--- src/rtl/mem_stage_pkg.sv ---
// Shared types and constants for the MEM response-queue stage.
package mem_stage_pkg;

    // Bit positions inside the one-hot load_op vector
    localparam int unsigned LD_W      = 0;
    localparam int unsigned LD_B      = 1;
    localparam int unsigned LD_H      = 2;
    localparam int unsigned LD_BU     = 3;
    localparam int unsigned LD_HU     = 4;
    localparam int unsigned LOAD_OP_W = 5;

    // One queue slot; the opaque EX->WB payload is stored alongside in its own array
    typedef struct packed {
        logic                 is_mem;
        logic [LOAD_OP_W-1:0] load_op;
        logic [1:0]           addr_lo;
        logic [31:0]          result;
        logic                 done;
    } mem_entry_t;

    // Width of a counter that must hold 0..depth inclusive
    function automatic int unsigned CNT_W(input int unsigned depth);
        return $clog2(depth + 1);
    endfunction

endpackage

--- src/rtl/mem_stage_load_align.sv ---
// Combinational load data alignment and sign/zero extension.
module mem_load_align
    import mem_stage_pkg::*;
(
    input  logic [LOAD_OP_W-1:0] load_op,
    input  logic [1:0]           addr_lo,
    input  logic [31:0]          rdata,
    output logic [31:0]          result
);

    logic [7:0]  byte_sel;
    logic [15:0] half_sel;

    // Pick the addressed byte/half and extend according to the load type
    always_comb begin
        byte_sel = rdata[7:0];
        case (addr_lo)
            2'd0: byte_sel = rdata[7:0];
            2'd1: byte_sel = rdata[15:8];
            2'd2: byte_sel = rdata[23:16];
            2'd3: byte_sel = rdata[31:24];
            default: byte_sel = rdata[7:0];
        endcase
        half_sel = addr_lo[1] ? rdata[31:16] : rdata[15:0];

        result = rdata;
        if (load_op[LD_W]) begin
            result = rdata;
        end else if (load_op[LD_B]) begin
            result = {{24{byte_sel[7]}}, byte_sel};
        end else if (load_op[LD_H]) begin
            result = {{16{half_sel[15]}}, half_sel};
        end else if (load_op[LD_BU]) begin
            result = {24'd0, byte_sel};
        end else if (load_op[LD_HU]) begin
            result = {16'd0, half_sel};
        end
    end

endmodule

--- src/rtl/mem_resp_queue_stage.sv ---
// MEM stage holding up to DEPTH in-flight instructions; matches in-order
// data_ok responses, drops responses of flushed requests, bypasses the head.
module mem_resp_queue_stage
    import mem_stage_pkg::*;
#(
    parameter int unsigned DEPTH = 2,
    parameter int unsigned PAY_W = 40
) (
    input  logic                 clk,
    input  logic                 reset,
    input  logic                 es_valid,
    input  logic [PAY_W-1:0]     es_payload,
    input  logic                 es_is_mem,
    input  logic [LOAD_OP_W-1:0] es_load_op,
    input  logic [1:0]           es_addr_lo,
    input  logic [31:0]          es_result,
    output logic                 ms_allowin,
    input  logic                 flush,
    input  logic                 data_ok,
    input  logic [31:0]          rdata,
    input  logic                 ws_allowin,
    output logic                 ms_to_ws_valid,
    output logic [PAY_W-1:0]     ms_to_ws_payload,
    output logic [31:0]          ms_to_ws_result,
    output logic                 ms_busy
);

    localparam int unsigned CW    = CNT_W(DEPTH);
    localparam int unsigned PTR_W = (DEPTH > 1) ? $clog2(DEPTH) : 1;

    mem_entry_t       ent_q [DEPTH];
    logic [PAY_W-1:0] pay_q [DEPTH];
    logic [PTR_W-1:0] head_q;
    logic [PTR_W-1:0] tail_q;
    logic [CW-1:0]    count_q;
    logic [CW-1:0]    cancel_q;

    logic [PTR_W-1:0] resp_ptr;
    logic             resp_found;
    logic [CW-1:0]    pending;
    mem_entry_t       resp_e;
    mem_entry_t       head_e;
    logic [31:0]      wb_align;
    logic [31:0]      byp_align;
    logic [31:0]      resp_result;
    logic [31:0]      byp_result;
    logic             accept_resp;
    logic             bypass;
    logic             head_ready;
    logic             push;
    logic             pop;
    logic [CW:0]      cancel_sum;
    logic [CW:0]      cancel_flush;

    // Circular pointer addition modulo DEPTH
    function automatic logic [PTR_W-1:0] ptr_add(input logic [PTR_W-1:0] p, input int unsigned k);
        int unsigned s;
        s = 32'(p) + k;
        if (s >= DEPTH) s = s - DEPTH;
        return PTR_W'(s);
    endfunction

    // Locate the oldest mem entry still waiting for data and count waiting entries
    always_comb begin
        resp_ptr   = head_q;
        resp_found = 1'b0;
        pending    = '0;
        for (int k = 0; k < int'(DEPTH); k++) begin
            if (k < int'(count_q) && ent_q[ptr_add(head_q, 32'(k))].is_mem &&
                !ent_q[ptr_add(head_q, 32'(k))].done) begin
                pending = pending + CW'(1);
                if (!resp_found) begin
                    resp_found = 1'b1;
                    resp_ptr   = ptr_add(head_q, 32'(k));
                end
            end
        end
    end

    assign resp_e = ent_q[resp_ptr];
    assign head_e = ent_q[head_q];

    mem_load_align u_wb_align (
        .load_op (resp_e.load_op),
        .addr_lo (resp_e.addr_lo),
        .rdata   (rdata),
        .result  (wb_align)
    );

    mem_load_align u_byp_align (
        .load_op (head_e.load_op),
        .addr_lo (head_e.addr_lo),
        .rdata   (rdata),
        .result  (byp_align)
    );

    // Handshake, bypass and output selection
    always_comb begin
        accept_resp = data_ok && (cancel_q == '0) && resp_found;
        resp_result = (resp_e.load_op != '0) ? wb_align : resp_e.result;
        byp_result  = (head_e.load_op != '0) ? byp_align : head_e.result;
        bypass      = accept_resp && (resp_ptr == head_q) && !head_e.done;
        head_ready  = (count_q != '0) && (head_e.done || bypass);

        ms_allowin       = ({1'b0, count_q} + {1'b0, cancel_q}) < (CW+1)'(DEPTH);
        ms_busy          = (count_q != '0) || (cancel_q != '0);
        ms_to_ws_valid   = head_ready && !flush;
        ms_to_ws_payload = pay_q[head_q];
        ms_to_ws_result  = bypass ? byp_result : head_e.result;

        push = es_valid && ms_allowin && !flush;
        pop  = ms_to_ws_valid && ws_allowin;

        cancel_sum   = {1'b0, cancel_q} + {1'b0, pending};
        cancel_flush = (data_ok && cancel_sum != '0) ? cancel_sum - (CW+1)'(1) : cancel_sum;
    end

    // Queue state update; flush outranks push, pop and response write-back
    always_ff @(posedge clk) begin
        if (reset) begin
            head_q   <= '0;
            tail_q   <= '0;
            count_q  <= '0;
            cancel_q <= '0;
            for (int i = 0; i < int'(DEPTH); i++) begin
                ent_q[i] <= '0;
                pay_q[i] <= '0;
            end
        end else if (flush) begin
            head_q   <= '0;
            tail_q   <= '0;
            count_q  <= '0;
            cancel_q <= CW'(cancel_flush);
            for (int i = 0; i < int'(DEPTH); i++) begin
                ent_q[i] <= '0;
                pay_q[i] <= '0;
            end
        end else begin
            if (data_ok && cancel_q != '0) begin
                cancel_q <= cancel_q - CW'(1);
            end
            if (accept_resp) begin
                ent_q[resp_ptr].done   <= 1'b1;
                ent_q[resp_ptr].result <= resp_result;
            end
            if (push) begin
                ent_q[tail_q] <= '{is_mem:  es_is_mem,
                                   load_op: es_load_op,
                                   addr_lo: es_addr_lo,
                                   result:  es_result,
                                   done:    !es_is_mem};
                pay_q[tail_q] <= es_payload;
                tail_q        <= ptr_add(tail_q, 32'd1);
            end
            if (pop) begin
                head_q <= ptr_add(head_q, 32'd1);
            end
            count_q <= count_q + CW'(push) - CW'(pop);
        end
    end

endmodule

--- config.mk ---
export PLATFORM = sky130hd
export DESIGN_NAME = mem_resp_queue_stage
export DESIGN_NICKNAME = d
export VERILOG_FILES = /design/src/rtl/mem_stage_pkg.sv /design/src/rtl/mem_stage_load_align.sv /design/src/rtl/mem_resp_queue_stage.sv
export SDC_FILE = /design/constraint.sdc
export NUM_CORES = 1
export LEC_CHECK = 0
export BUFFER_PORTS_ARGS = -buffer_cell sky130_fd_sc_hd__clkbuf_2
export CAP_MARGIN = 25
export CORE_ASPECT_RATIO = 1.2
export CORE_MARGIN = 2
export CORE_UTILIZATION = 57
export DETAILED_ROUTE_END_ITERATION = 10
export GPL_ROUTABILITY_DRIVEN = 0
export PLACE_DENSITY = 0.91
export SETUP_SLACK_MARGIN = 0.05
export SYNTH_ARGS = -nofsm -noshare
export SYNTH_HDL_FRONTEND = slang
export SYNTH_SLANG_ARGS = --single-unit
--- constraint.sdc ---
create_clock -name clk -period 11.8 [get_ports clk]
set_input_delay 0 -clock clk [delete_from_list [all_inputs] [get_ports clk]]
set_output_delay 0 -clock clk [all_outputs]
set_load 0.02 [all_outputs]
# Word-level counts from Yosys, hierarchy flattened
# Memories as Yosys holds them, arrays and structs flattened. A register that Yosys moved wholly into a read port is not among the register bits.
# Index checks and enable logic that the tools add are counted.
dict set report totals {
  reg_bits 6
  latchBits 0
  ram_bits 162
  mem_bits_ro 0
  in_bits 118
  out_inout_bits 75
  wordCells 130
  memories 2
}
dict set report classes {
  addsub 12
  n_mul 0
  div_mod_pow 0
  magnitude_cmp 6
  eq_ne 7
  shifts 0
  mux 60
  bitwise 4
  n_reduce_logical 35
}
# name words word_bits rd rd_clocked_by_memory_dff wr line
set mem_list {}
lappend mem_list {ent_q 2 41 4 1 2 mem_resp_queue_stage.sv:31} ;# mem_entry_t ent_q [DEPTH];
lappend mem_list {pay_q 2 40 1 1 2 mem_resp_queue_stage.sv:32} ;# logic [PAY_W-1:0] pay_q [DEPTH];
# op count
set op_table {}
lappend op_table {{2-to-1 mux 32 bit} 13}
lappend op_table {{2-to-1 mux 41 bit} 4}
lappend op_table {{2-to-1 mux 40 bit} 3}
lappend op_table {{OR reduction 41 bit} 2}
lappend op_table {{one-hot mux 8 bit (4 select lines)} 2}
lappend op_table {{OR reduction 40 bit} 1}
lappend op_table {{2-to-1 mux 16 bit} 2}
lappend op_table {{2-to-1 mux 1 bit} 31}
lappend op_table {{logical AND 1 bit} 15}
lappend op_table {{2-to-1 mux 2 bit} 5}
lappend op_table {{nonzero test 5 bit} 2}
lappend op_table {{== test 2 bit, second input constant} 4}
lappend op_table {{adder 2 x 2 -> 3 bit} 2}
lappend op_table {{logical NOT 2 bit} 3}
lappend op_table {{nonzero test 2 bit} 3}
lappend op_table {{logical NOT 1 bit} 5}
lappend op_table {{adder 1 x 1 -> 2 bit, second input constant} 2}
lappend op_table {{== test 2 x 1 -> 1 bit, second input constant} 2}
lappend op_table {{>= comparator 2 bit, second input constant} 2}
lappend op_table {{less-than comparator 1 x 2 -> 1 bit, first input constant} 2}
lappend op_table {{OR 1 bit} 4}
lappend op_table {{subtractor 2 x 1 -> 2 bit, second input constant} 2}
lappend op_table {{less-than comparator 3 x 2 -> 1 bit, second input constant} 1}
lappend op_table {{nonzero test 3 bit} 1}
lappend op_table {{8 further kinds} 11}

# Longest topological paths before layout
# An unclocked memory read counts as a cell.
dict set report depth {
  ltp_word 17
  depth_mapped 14
}

# By module
# Synthesis repeated with hierarchy kept, for this count alone.
dict set report hier_totals {
  hier_cells 1066
  hier_area_um2 11248.3
}
# module instances cells_per_inst area_each_um2 seq_area_each_um2
set modules_own_cells {}
lappend modules_own_cells {mem_resp_queue_stage 1 832 9604.2 5004.8}
lappend modules_own_cells {mem_load_align 2 117 822.0 0.0}

# Worst setup path before layout
# Ideal clock, no wire load.
dict set report synth_timing {
  path_type {reg2reg}
  start {register count_q[1]}
  end {memory ent_q[0][0] (netlist name) (enable)}
  arrival_ps 6109
  slack_ps 5261
  stages_incl_launch_ff 7
  n_path_buf 0
  path_cell_list {dfxtp_1 -> inv_1 -> fa_1 -> and2_1 -> nand2_1 -> o21ai_0 -> o21bai_1}
}
# element line
set synth_rtl {}
lappend synth_rtl {{start, declared} mem_resp_queue_stage.sv:35} ;# logic [CW-1:0] count_q;
lappend synth_rtl {{start signal, assigned} mem_resp_queue_stage.sv:158} ;# count_q <= count_q + CW'(push) - CW'(pop);
lappend synth_rtl {{end, declared} mem_resp_queue_stage.sv:31}

==> impl_results.md <==
* Status: completed
* CP Class: flip-flop to flip-flop
* Clock root cell: clkbuf_16
* Die Wd at approximately 130 microns
* CTS tree: yes
* Nets at between 1000 and 1500
* Crit path launch type: flip-flop
* CTS clk-pin slew, worst paths at about 60 ps
* Port bufs at roughly 190
* Core area at ~18000 sq um
* Die Area at 19500 sq um
* Largest net degree at the start of global routing at 81
* R2R setup slack at around 7000 ps
* Cell area after synthesis at between 10000 and 15000 sq um
* IO Count at slightly below 200
* Async S/R FF share, synth at 0%
* Initial antenna violation count at 1
* Hold Path Class: input pin to flip-flop
* Setup TNS at 0 ps
* Peak VDD IR at roughly 0.00011 V
* Total power per unit cell area at around 130 nW/um^2
* Final Max Slew Viols at 0
* Clock Path Buffers at 2
* Post-synth top area cell: edfxtp_1
* # DRC at 0
* Inserted Clock Buffers at 17
* R2r worst-path depth at 14
* Hold EP: tail_q$_SDFFE_PP0P_
* Crit-path max cell delay at roughly 770 ps
* Vias in the first global route at between 9000 and 10000
* Worst Path Arrival at 5070 ps
* Total GRT Usage at between 30% and 40%
* Top cell type's share of synthesized area at approximately 46%
* Clock latency on the worst-skew pair at around 430 ps
* Starting Density at ~58%
* Ratio of cells with drive above 1 in the final layout at a little over a quarter
* Fin. Hold Viols at 0
* Netlist cell types at 75
* RSZ-0062 raised after global routing: no
* H-tree depth at 4
* Max-slew headroom at 34.5%
* Min Tclk post-route at between 4000 and 5000 ps
* Gate count after technology mapping at between 900 and 1000
* Post-route antenna net violation count at 0
* Seq. cell area at approximately 5000 sq um
* Post-synthesis sequential area ratio at between 40% and 50%
* Seq cells post-synth at 169
* Static Leakage at around 5.4 nW
* Layout Skew at between 8 and 9 ps
* Post-Syn Nets at 1117
* Average size of a mapped cell at 10.6 sq um
* Total number of vias at 9713
* First drt pass iteration count at 8
* Syn. warnings at 0
* Clock Sinks at ~170
* Syn-to-layout area delta at 24.2%
* Buf/Inv on CP at 4
* Starting DRC count in detailed routing at 1401
* Fill count at between 1000 and 1500
* Crit-path cells: buf_4 > mux2_2 > o21ai_0 > inv_1 > ha_1 > ha_1 > inv_1 > fa_1 > ha_1 > a21boi_0 > mux2i_1 > a21oi_1 > nor2_1 > dlygate4sd3_1
* Primary FF master, synth: edfxtp_1
* Critical path's slowest cell: buf_4
* Setup violators final at 0
* Std cell rows at 54
* Total Power at 1.64 mW
* Reg2Reg Capture Point: cancel_q[1]$_SDFFE_PP0P_
* Post_cts resized at 0
* Delay-heaviest family, CP: buffers and inverters
* Final period utilization at 40.2%
* Max Clk Rate at roughly 0.21 GHz
* Max Cap Viol at 0
* Post-synth EDFFs at ~160
* Avg WL per Cell at 21.7 microns
* Die H at between 150 and 200 microns
* CP required at between 10000 and 15000 ps
* Hold Startpoint: es_valid
* First-pass GRT wire length at just over 50 mm
* Pin slew with the least headroom to its limit at about 980 ps
* DP HPWL at between 20 and 25 mm
* Most used cell along the critical path: ha_1
* Post-CTS Setup Bufs at 0
* CP Capture Type: flip-flop
* Layout Utilization at between 70 and 80%
* Crit path max fanout at between 70 and 80
* Cells on Worst Hold Path at 4
* Multi-input gate area at ~5200 sq um
* Grt ovf at 0
* Top cells by area, synth: edfxtp_1 (46%), mux2_2 (6.3%), and2_1 (5.9%)
* Detailed Route WL at 32.0 mm
* Via-to-Cell Ratio at between 6 and 7
[sequential cells by signal, indices dropped and copies added (netlist names), named ones only]
register	cells
tail_q	1
count_q	2
pay_q	80
cancel_q	2
ent_q	82
head_q	1
[cells in the mapped netlist, types with 9 or more instances]
cell / instances
inv_1: 23
a21oi_1: 78
nand3_1: 29
nor3_1: 9
nor2_1: 54
o21ai_0: 35
buf_2: 12
o211ai_1: 14
o22ai_1: 9
a22o_1: 46
edfxtp_1: 162
mux2_2: 59
clkbuf_1: 43
and2_1: 99
mux2i_1: 18
nand4_1: 16
nor2b_1: 32
a211oi_1: 39
nand2_1: 71
[power by group]
part,total (mW),switching (mW),leakage [nW],internal (mW)
Clock,0.565,0.234,0.281,0.331
Combinational,0.350,0.216,3.24,0.134
Sequential,0.722,0.0222,1.89,0.700
Total,1.64,0.472,5.42,1.16
[per-layer routing]
layer  wire length [microns]  global-route usage, %  up-vias  part of all wire (%)
li1                        -                      -     4278                     -
met1                   11200                   40.8     4496                    35
met2                   15000                   53.1      770                    47
met3                    3910                   8.57      169                    12
met4                    1830                   17.2        0                   5.7
met5                       0                      0        -                     0
[kinds of logic (layout without fill, tap and decap cells)]
kind of cell	count (synthesis)	in the layout	share of synthesized area, %
flip-flops	169	169	47.7
XOR/XNOR	6	6	0.501
other	0	1	0
multiplexers	85	85	9.68
buffers and inverters	88	344	3.54
AND/OR/NAND/NOR	343	343	17.6
adder cells (fa/ha/maj)	9	9	1.22
AO/OA/AOI/OAI	290	290	19.7
[metrics by stage]
stage	worst slack, ps	hold WS [ps]	instances	instance area (sq um)
6_report	7050	63.5	1471	13000
5_1_grt	6690	80.0	1471	13000
4_1_cts	7080	56.0	1470	13000
3_5_place_dp	7450	214	1355	11600
3_3_place_gp	7610	210	1355	11600
2_1_floorplan	5260	72.4	990	10500
[worst max-delay path by stage]
stage / start / endpoint / slack [ps] / cells after the start
6_report: flip-flop / cancel_q[1]$_SDFFE_PP0P_ / 7050 / 14
5_1_grt: flip-flop / cancel_q[1]$_SDFFE_PP0P_ / 6690 / 14
4_1_cts: flip-flop / cancel_q[1]$_SDFFE_PP0P_ / 7080 / 14
3_5_place_dp: flip-flop / ent_q[1][22]$_DFFE_PP_ / 7450 / 8
3_3_place_gp: flip-flop / ent_q[0][22]$_DFFE_PP_ / 7610 / 8
2_1_floorplan: count_q[1]$_SDFF_PP0_ / ent_q[0][0]$_DFFE_PP_ / 5260 / 6
[cell type report]
type	count	share of cell area, %
Clock inverter	12	1.15
Tap cell	224	2.15
Sequential cell	169	38.4
Inverter	23	0.662
Antenna cell	1	0.0192
Timing Repair Buffer	290	14.6
Clock buffer	19	3.32
Multi-Input combinational cell	733	39.6
[worst reg2reg max path, cell delays in order (launching register included)]
cell,delay (ps)
dfxtp_4,750
buf_4,780
mux2_2,430
o21ai_0,110
inv_1,90
ha_1,290
ha_1,180
inv_1,70
fa_1,440
ha_1,220
a21boi_0,340
mux2i_1,130
a21oi_1,200
nor2_1,60
dlygate4sd3_1,550
[placed cells by master (no fill, tap or decap), drive strengths merged, types with 36 or more instances in the layout]
cell and count:
a21oi 81, mux2 59, dlygate4sd3 84, o21ai 36, edfxtp 162, and2 99, clkbuf 211, nand2 71
nor2 56, a22o 46, a211oi 40
[repair_timing]
action	CTS	global route
setup endpoints to repair	0	0
endpoints found under the hold margin	167	0
hold buffers	84	0
(Power assumes the default switching activity.)
